--- config.mk ---
export PLATFORM = sky130hd
export DESIGN_NAME = orthosis_actuator_scheduler
export DESIGN_NICKNAME = d
export VERILOG_FILES = /design/src/rtl/orthosis_actuator_scheduler.sv
export SDC_FILE = /design/constraint.sdc
export NUM_CORES = 1
export LEC_CHECK = 0
export ABC_AREA = 0
export BUFFER_PORTS_ARGS = -buffer_cell sky130_fd_sc_hd__buf_2
export CAP_MARGIN = 15
export CELL_PAD_IN_SITES_DETAIL_PLACEMENT = 2
export CELL_PAD_IN_SITES_GLOBAL_PLACEMENT = 2
export CORE_MARGIN = 2
export CORE_UTILIZATION = 35
export DETAILED_ROUTE_END_ITERATION = 7
export PLACE_DENSITY_LB_ADDON = 0.08
export RECOVER_POWER = 25
export SYNTH_ARGS = -nofsm -noshare
export SYNTH_HDL_FRONTEND = slang
export SYNTH_SLANG_ARGS = --single-unit
--- constraint.sdc ---
create_clock -name clk -period 2.33 [get_ports clk]
set_input_delay 0.1165 -clock clk [delete_from_list [all_inputs] [get_ports clk]]
set_output_delay 0.1165 -clock clk [all_outputs]
set_load 0.005 [all_outputs]
--- src/rtl/orthosis_actuator_scheduler.sv ---
`default_nettype none
// ============================================================================
//  Module   : orthosis_actuator_scheduler
//  Brief    : Round-robin time-share of one actuator rail (Servo/Pump/Heat/EMS)
//             with fixed dwell, dead-time and a PPG safety cut-off.
//  Revision : 1.0 - initial release
// ============================================================================
module orthosis_actuator_scheduler #(
  parameter int ON_CYCLES  = 8,
  parameter int GAP_CYCLES = 2,
  parameter int TW         = 8
) (
  input  logic       clk,
  input  logic       reset,
  input  logic [3:0] req,
  input  logic       safety,
  output logic [3:0] grant,
  output logic [1:0] active_id,
  output logic       busy,
  output logic       done,
  output logic       abort,
  output logic       safe_active
);

  typedef enum logic [1:0] {
    ST_IDLE = 2'd0,
    ST_ON   = 2'd1,
    ST_GAP  = 2'd2,
    ST_SAFE = 2'd3
  } state_t;

  localparam logic [TW-1:0] c_on_load  = TW'(ON_CYCLES - 1);
  // The gap load is unused when GAP_CYCLES is zero; clamp it to avoid an underflowed constant.
  localparam logic [TW-1:0] c_gap_load = (GAP_CYCLES == 0) ? '0 : TW'(GAP_CYCLES - 1);

  state_t        r_state;
  logic [TW-1:0] r_timer;
  logic [1:0]    r_rr_ptr;

  logic [1:0]    w_winner;
  logic [1:0]    w_idx;
  logic          w_found;

  // Scan starting one past the last completed grant so every requester gets a turn.
  always_comb begin
    w_winner = r_rr_ptr;
    w_idx    = r_rr_ptr;
    w_found  = 1'b0;
    for (int i = 1; i <= 4; i++) begin
      w_idx = r_rr_ptr + 2'(i);
      if (!w_found && req[w_idx]) begin
        w_winner = w_idx;
        w_found  = 1'b1;
      end
    end
  end

  always_ff @(posedge clk or posedge reset) begin
    if (reset) begin
      r_state     <= ST_IDLE;
      r_timer     <= '0;
      r_rr_ptr    <= 2'd3;
      grant       <= 4'b0000;
      active_id   <= 2'd0;
      busy        <= 1'b0;
      done        <= 1'b0;
      abort       <= 1'b0;
      safe_active <= 1'b0;
    end else begin
      done  <= 1'b0;
      abort <= 1'b0;
      case (r_state)
        ST_IDLE: begin
          if (safety) begin
            r_state     <= ST_SAFE;
            busy        <= 1'b1;
            safe_active <= 1'b1;
          end else if (|req) begin
            grant     <= 4'b0001 << w_winner;
            active_id <= w_winner;
            r_timer   <= c_on_load;
            r_state   <= ST_ON;
            busy      <= 1'b1;
          end
        end

        ST_ON: begin
          // rr_ptr stays put on abort so the cut actuator is served first afterwards.
          if (safety) begin
            grant       <= 4'b0000;
            abort       <= 1'b1;
            r_state     <= ST_SAFE;
            safe_active <= 1'b1;
          end else if (r_timer == '0) begin
            grant    <= 4'b0000;
            done     <= 1'b1;
            r_rr_ptr <= active_id;
            if (GAP_CYCLES == 0) begin
              r_state <= ST_IDLE;
              busy    <= 1'b0;
            end else begin
              r_timer <= c_gap_load;
              r_state <= ST_GAP;
            end
          end else begin
            r_timer <= r_timer - 1'b1;
          end
        end

        ST_GAP: begin
          if (safety) begin
            r_state     <= ST_SAFE;
            safe_active <= 1'b1;
          end else if (r_timer == '0) begin
            r_state <= ST_IDLE;
            busy    <= 1'b0;
          end else begin
            r_timer <= r_timer - 1'b1;
          end
        end

        ST_SAFE: begin
          if (!safety) begin
            safe_active <= 1'b0;
            if (GAP_CYCLES == 0) begin
              r_state <= ST_IDLE;
              busy    <= 1'b0;
            end else begin
              r_timer <= c_gap_load;
              r_state <= ST_GAP;
            end
          end
        end

        default: begin
          r_state     <= ST_IDLE;
          grant       <= 4'b0000;
          busy        <= 1'b0;
          safe_active <= 1'b0;
        end
      endcase
    end
  end

endmodule
`default_nettype wire
[Word-level counts from Yosys, hierarchy flattened]
Index checks and enable logic that the tools add are counted.
Widths: inputs -> output; s select.
Cells by class
  bitwise gates (word level): 1
  equality and inequality tests: 14
  add/subtract/negate cells: 4
  mux-type cells: 49
  reduce and logical (&&, ||, !) cells: 19
  magnitude comparators: 4
  shift operators: 1
Operators with widths (count)
  $mux 8: 7
  $pmux 8 s4: 1
  $mux 2: 11
  $mux 1: 18
  $mux 4: 4
  $ne 2x2->1 const B: 7
  $lt 2x3->1 const B: 4
  $reduce_and 4->1: 3
  $ne 3x3->1 const B: 3
  $bmux 1 s2: 4
  $logic_not 8->1: 1
  $pmux 2 s4: 1
  $pmux 4 s2: 1
  $sub 8x1->8 const B: 1
  $reduce_and 3->1: 2
  $reduce_and 6->1: 1
  $add 2x2->2 const B: 2
  $eq 2x2->1 const B: 2
  $pmux 1 s2: 2
  $reduce_bool 2->1: 2
  $reduce_or 4->1: 1
  $shl 1x2->4 const A: 1
  $logic_and 1x1->1: 3
  $logic_not 1->1: 3
  7 further kinds: 7
Storage, ports and cells
  register bits: 22
  input port bits: 7
  word-level logic and storage cells: 101
  output and inout bits: 10

[Logic depth before layout (Yosys ltp)]
  word-level depth: 17
  mapped depth: 7
  gate-level depth less buffers: 6

[Least setup slack after synthesis]
No wires, ideal clock.
  path type: reg-to-reg
  start: register r_timer[0]
  end: register r_rr_ptr[0]
  required time: 2.248 ns
  arrival time: 2.052 ns
  buffers on the path: 1
  path slack: 0.196 ns
  library setup time: 0.082 ns
  clock period less this slack: 2.134 ns
  cell stages (with the launch flop): 8
  cells stage by stage: dfrtp_1 > inv_1 > ha_1 > or3b_2 > clkbuf_1 > or2_4 > or3_4 > mux2_4
Between the ends
  word-level cells in the longest chain between the ends: 2
RTL lines
  start, declared: RTL line 37  | logic [TW-1:0] r_timer;
  start signal, assigned: RTL line 81  | r_timer <= c_on_load;
  start signal, assigned: RTL line 102  | r_timer <= c_gap_load;
  start signal, assigned: RTL line 106  | r_timer <= r_timer - 1'b1;
  $logic_not 8->1: RTL line 94  | end else if (r_timer == '0) begin
  $reduce_and 3->1 (no line)
  end signal, assigned: RTL line 97  | r_rr_ptr <= active_id;
  end, declared: RTL line 38  | logic [1:0] r_rr_ptr;
Every way passes these cells.
A chain may end at the register's enable or synchronous reset.

[Final worst setup path]
  start: register r_timer[0]
  end: register grant[0]
Between the ends
  word-level cells in the longest chain between the ends: 3
RTL lines
  $logic_not 8->1: RTL line 94
  $ne 3x3->1 (no line)
  $reduce_and 4->1 (no line)
  end signal, assigned: RTL line 79  | grant <= 4'b0001 << w_winner;
  end, declared: RTL line 17  | output logic [3:0] grant,
Every way passes these cells.

==> results.json <==
{
  "status": "finished, final reports clean",
  "grt_pass1_wl_mm": 5.78,
  "path_max_fanout": 5,
  "die_area_mm2": 0.00413,
  "die_w_um": 64.3,
  "yosysTopAreaCellShare": 0.393,
  "syn_to_final_growth_pct": 14.6,
  "die_height_um": 64.3,
  "num_antenna_cells": 0,
  "critPathRequiredTime_ps": 2550,
  "route.vias.total": 1114,
  "finalCritPeriodShare": 0.948,
  "yosys-top-cells-area": "dfrtp_1, o31ai_1, dfstp_2",
  "gp_congestion": 0.825,
  "cts-root-buf": "clkbuf_4",
  "wire_per_inst_um": 17.3,
  "crit_path_top_delay_cell": "or3b_2",
  "p_leak_nw": 0.620,
  "power.total_w": 0.00179,
  "criticalPathCategory": "reg2reg",
  "grt_max_degree": 23,
  "cts_buffers": 3,
  "hold_path.class": "in2reg",
  "slew_violations": 0,
  "max_stage_delay_ps": 510,
  "fmax_mhz": 453,
  "ys_ff_latch": 22,
  "layout-drive-gt1-share": 0.195,
  "period_needed_ps": 2210,
  "cts_tree": "yes",
  "avgViaCountPerCell": 5.71,
  "synth_cell_type_count": 44,
  "peakVddDrop_v": 0.000566,
  "grtUsageTotal": 0.184,
  "drt-total-wl_mm": 3.38,
  "overflow": 0,
  "setup_tns_ps": 0,
  "row_count": 21,
  "cp-start-kind": "register",
  "dp_hpwl_mm": 2.49,
  "post_cts_resize_count": 0,
  "synth_top_area_cell": "dfrtp_1",
  "synth_ff_type": "dfrtp_1",
  "p_per_area_mw_per_mm2": 1230,
  "seq_area_frac_synth": 0.435,
  "netlist_area_mm2": 0.00127,
  "postSynthAreaPerCell_um2": 9.64,
  "worstSetupEndpointType": "register",
  "synth_edf_count": 0,
  "hold_violations": 0,
  "fin_skew_ps": 12.4,
  "ant_nets": 0,
  "synth_fp_nets": 141,
  "clk_path_buf_depth": 2,
  "clkLatencyLatePin_ps": 330,
  "post_cts_buffers": 0,
  "drt_iter0_drc": 13,
  "yosysWarnings": 0,
  "drc": 0,
  "tightest_slew_ps": 851,
  "ctsHtreeMaxLevel": 1,
  "grt_antenna_before_repair": 0,
  "cap_viol_max_count": 0,
  "fin_nets": 159,
  "worstPathArrival_ps": 2430,
  "synth_cells": 132,
  "pin_count": 17,
  "clkTransAtPathRegs_ps": 140,
  "finalSetupViolCount": 0,
  "start_util": 0.373,
  "io_buffer_count": 16,
  "relSlewSlack": 0.432,
  "grt_pass1_vias": 1130,
  "drt-pass1-iter-count": 4,
  "synthArstFlopShare": 1.00,
  "core_area_mm2": 0.00342,
  "crit_chain": "inv_1 -> ha_1 -> or3b_2 -> or2_4 -> a311o_2 -> a22o_1",
  "clkSinkCount": 22,
  "rsz0062_at_grt": "false"
}
logic make-up (layout without fill, tap and decap cells):
family	count (synthesis)	count (layout)	synth area share
simple gates	50	50	0.236
compound gates	39	39	0.215
flops	22	22	0.435
buf+inv	14	31	0.0472
fa+ha+maj	4	4	0.0354
mux	3	3	0.0315
placed cells by master (no fill, tap or decap), types with 2 or more instances in the layout:
cell type	instances
nand3_1	2
ha_1	2
buf_2	10
nor3_1	3
dfstp_2	2
or4_1	6
a22o_1	2
nor2_1	14
dfrtp_1	20
nand2_1	6
a21oi_1	10
clkbuf_4	3
inv_1	6
clkbuf_1	6
o31ai_1	12
nor3_2	2
buf_4	4
mux2_4	2
o2bb2ai_1	2
nand2b_1	3
maj3_1	2
o21ai_0	3
nand3b_1	2
and2_1	2
critical path, delay by kind of cell, from the launching register on:
| family | cells | cell delay (ps) |
|---|---|---|
| flops | 1 | 440 |
| buf+inv | 1 | 100 |
| fa+ha+maj | 1 | 160 |
| compound gates | 2 | 620 |
| simple gates | 2 | 790 |
sequential cells by signal (all words and copies together), names as in the netlist:
signal       count
busy             1
active_id        2
safe_active      1
r_state          2
r_timer          8
grant            4
done             1
r_rr_ptr         2
abort            1
path summary, 6_finish.rpt:
kind	start	end	cells after the start	slack [ps]
min	req[2]	grant[1]$_DFFE_PP0P_	3	140
min in group asynchronous	reset	abort$_DFF_PP0_	3	480
min reg2reg	grant[3]$_DFFE_PP0P_	grant[3]$_DFFE_PP0P_	1	510
max reg2reg	r_timer[0]$_DFFE_PP0P_	grant[0]$_DFFE_PP0P_	6	120
max in group asynchronous	reset	grant[0]$_DFFE_PP0P_	3	1310
max	r_timer[0]$_DFFE_PP0P_	grant[0]$_DFFE_PP0P_	6	120
cells in the mapped netlist (2+ instances only):
| cell | n |
|---|---|
| nor3_2 | 2 |
| nand3_1 | 2 |
| ha_1 | 2 |
| o2bb2ai_1 | 2 |
| o31ai_1 | 12 |
| nor2_1 | 14 |
| nand2b_1 | 3 |
| a22o_1 | 2 |
| clkbuf_1 | 6 |
| maj3_1 | 2 |
| mux2_4 | 2 |
| and2_1 | 2 |
| dfstp_2 | 2 |
| a21oi_1 | 10 |
| dfrtp_1 | 20 |
| or4_1 | 6 |
| nand3b_1 | 2 |
| o21ai_0 | 3 |
| nor3_1 | 3 |
| nand2_1 | 6 |
| inv_1 | 6 |
cell type report:
type                       count  area (um^2)
inverter                       6         22.5
timing repair buffer          21          113
clock inverter                 1         30.0
fill                         393         1960
tap                           46         57.6
multi-input combinational     96          659
sequential                    22          553
clock buffer                   3         22.5
repair_timing:
item                                    4_1_cts  5_1_grt
hold buffers                                  1        0
hold endpoints to repair                     20        0
endpoints found under the setup margin        0        0
power breakdown:
group / leakage, nW / switching (W) / internal [W] / total, W
sequential: 0.278 / 0.000147 / 0.000537 / 0.000684
clock: 0.0279 / 0.000132 / 0.000174 / 0.000306
combinational: 0.314 / 0.000422 / 0.000374 / 0.000797
total: 0.620 / 0.000701 / 0.00109 / 0.00179
per-layer routing:
metal  share of wire  vias to the layer above  GRT usage
li1                -                      528          -
met5               0                        -          0
met4           0.013                        0     0.0559
met2            0.51                       23      0.327
met1            0.44                      559      0.222
met3           0.034                        4     0.0387
stage by stage:
| stage | hold slack, ps | worst slack [ps] | instance area [um^2] | utilization | instances |
|---|---|---|---|---|---|
| 4_1_cts | 133 | 124 | 1470 | 0.429 | 195 |
| 3_3_place_gp | 321 | 221 | 1400 | 0.411 | 190 |
| 5_1_grt | 150 | 23.0 | 1460 | 0.427 | 195 |
| 2_1_floorplan | 104 | 196 | 1270 | - | 132 |
| 3_5_place_dp | 338 | 154 | 1400 | 0.411 | 190 |
| 6_report | 138 | 122 | 1460 | 0.427 | 195 |
Note: power is estimated with default switching activity, not from simulation.
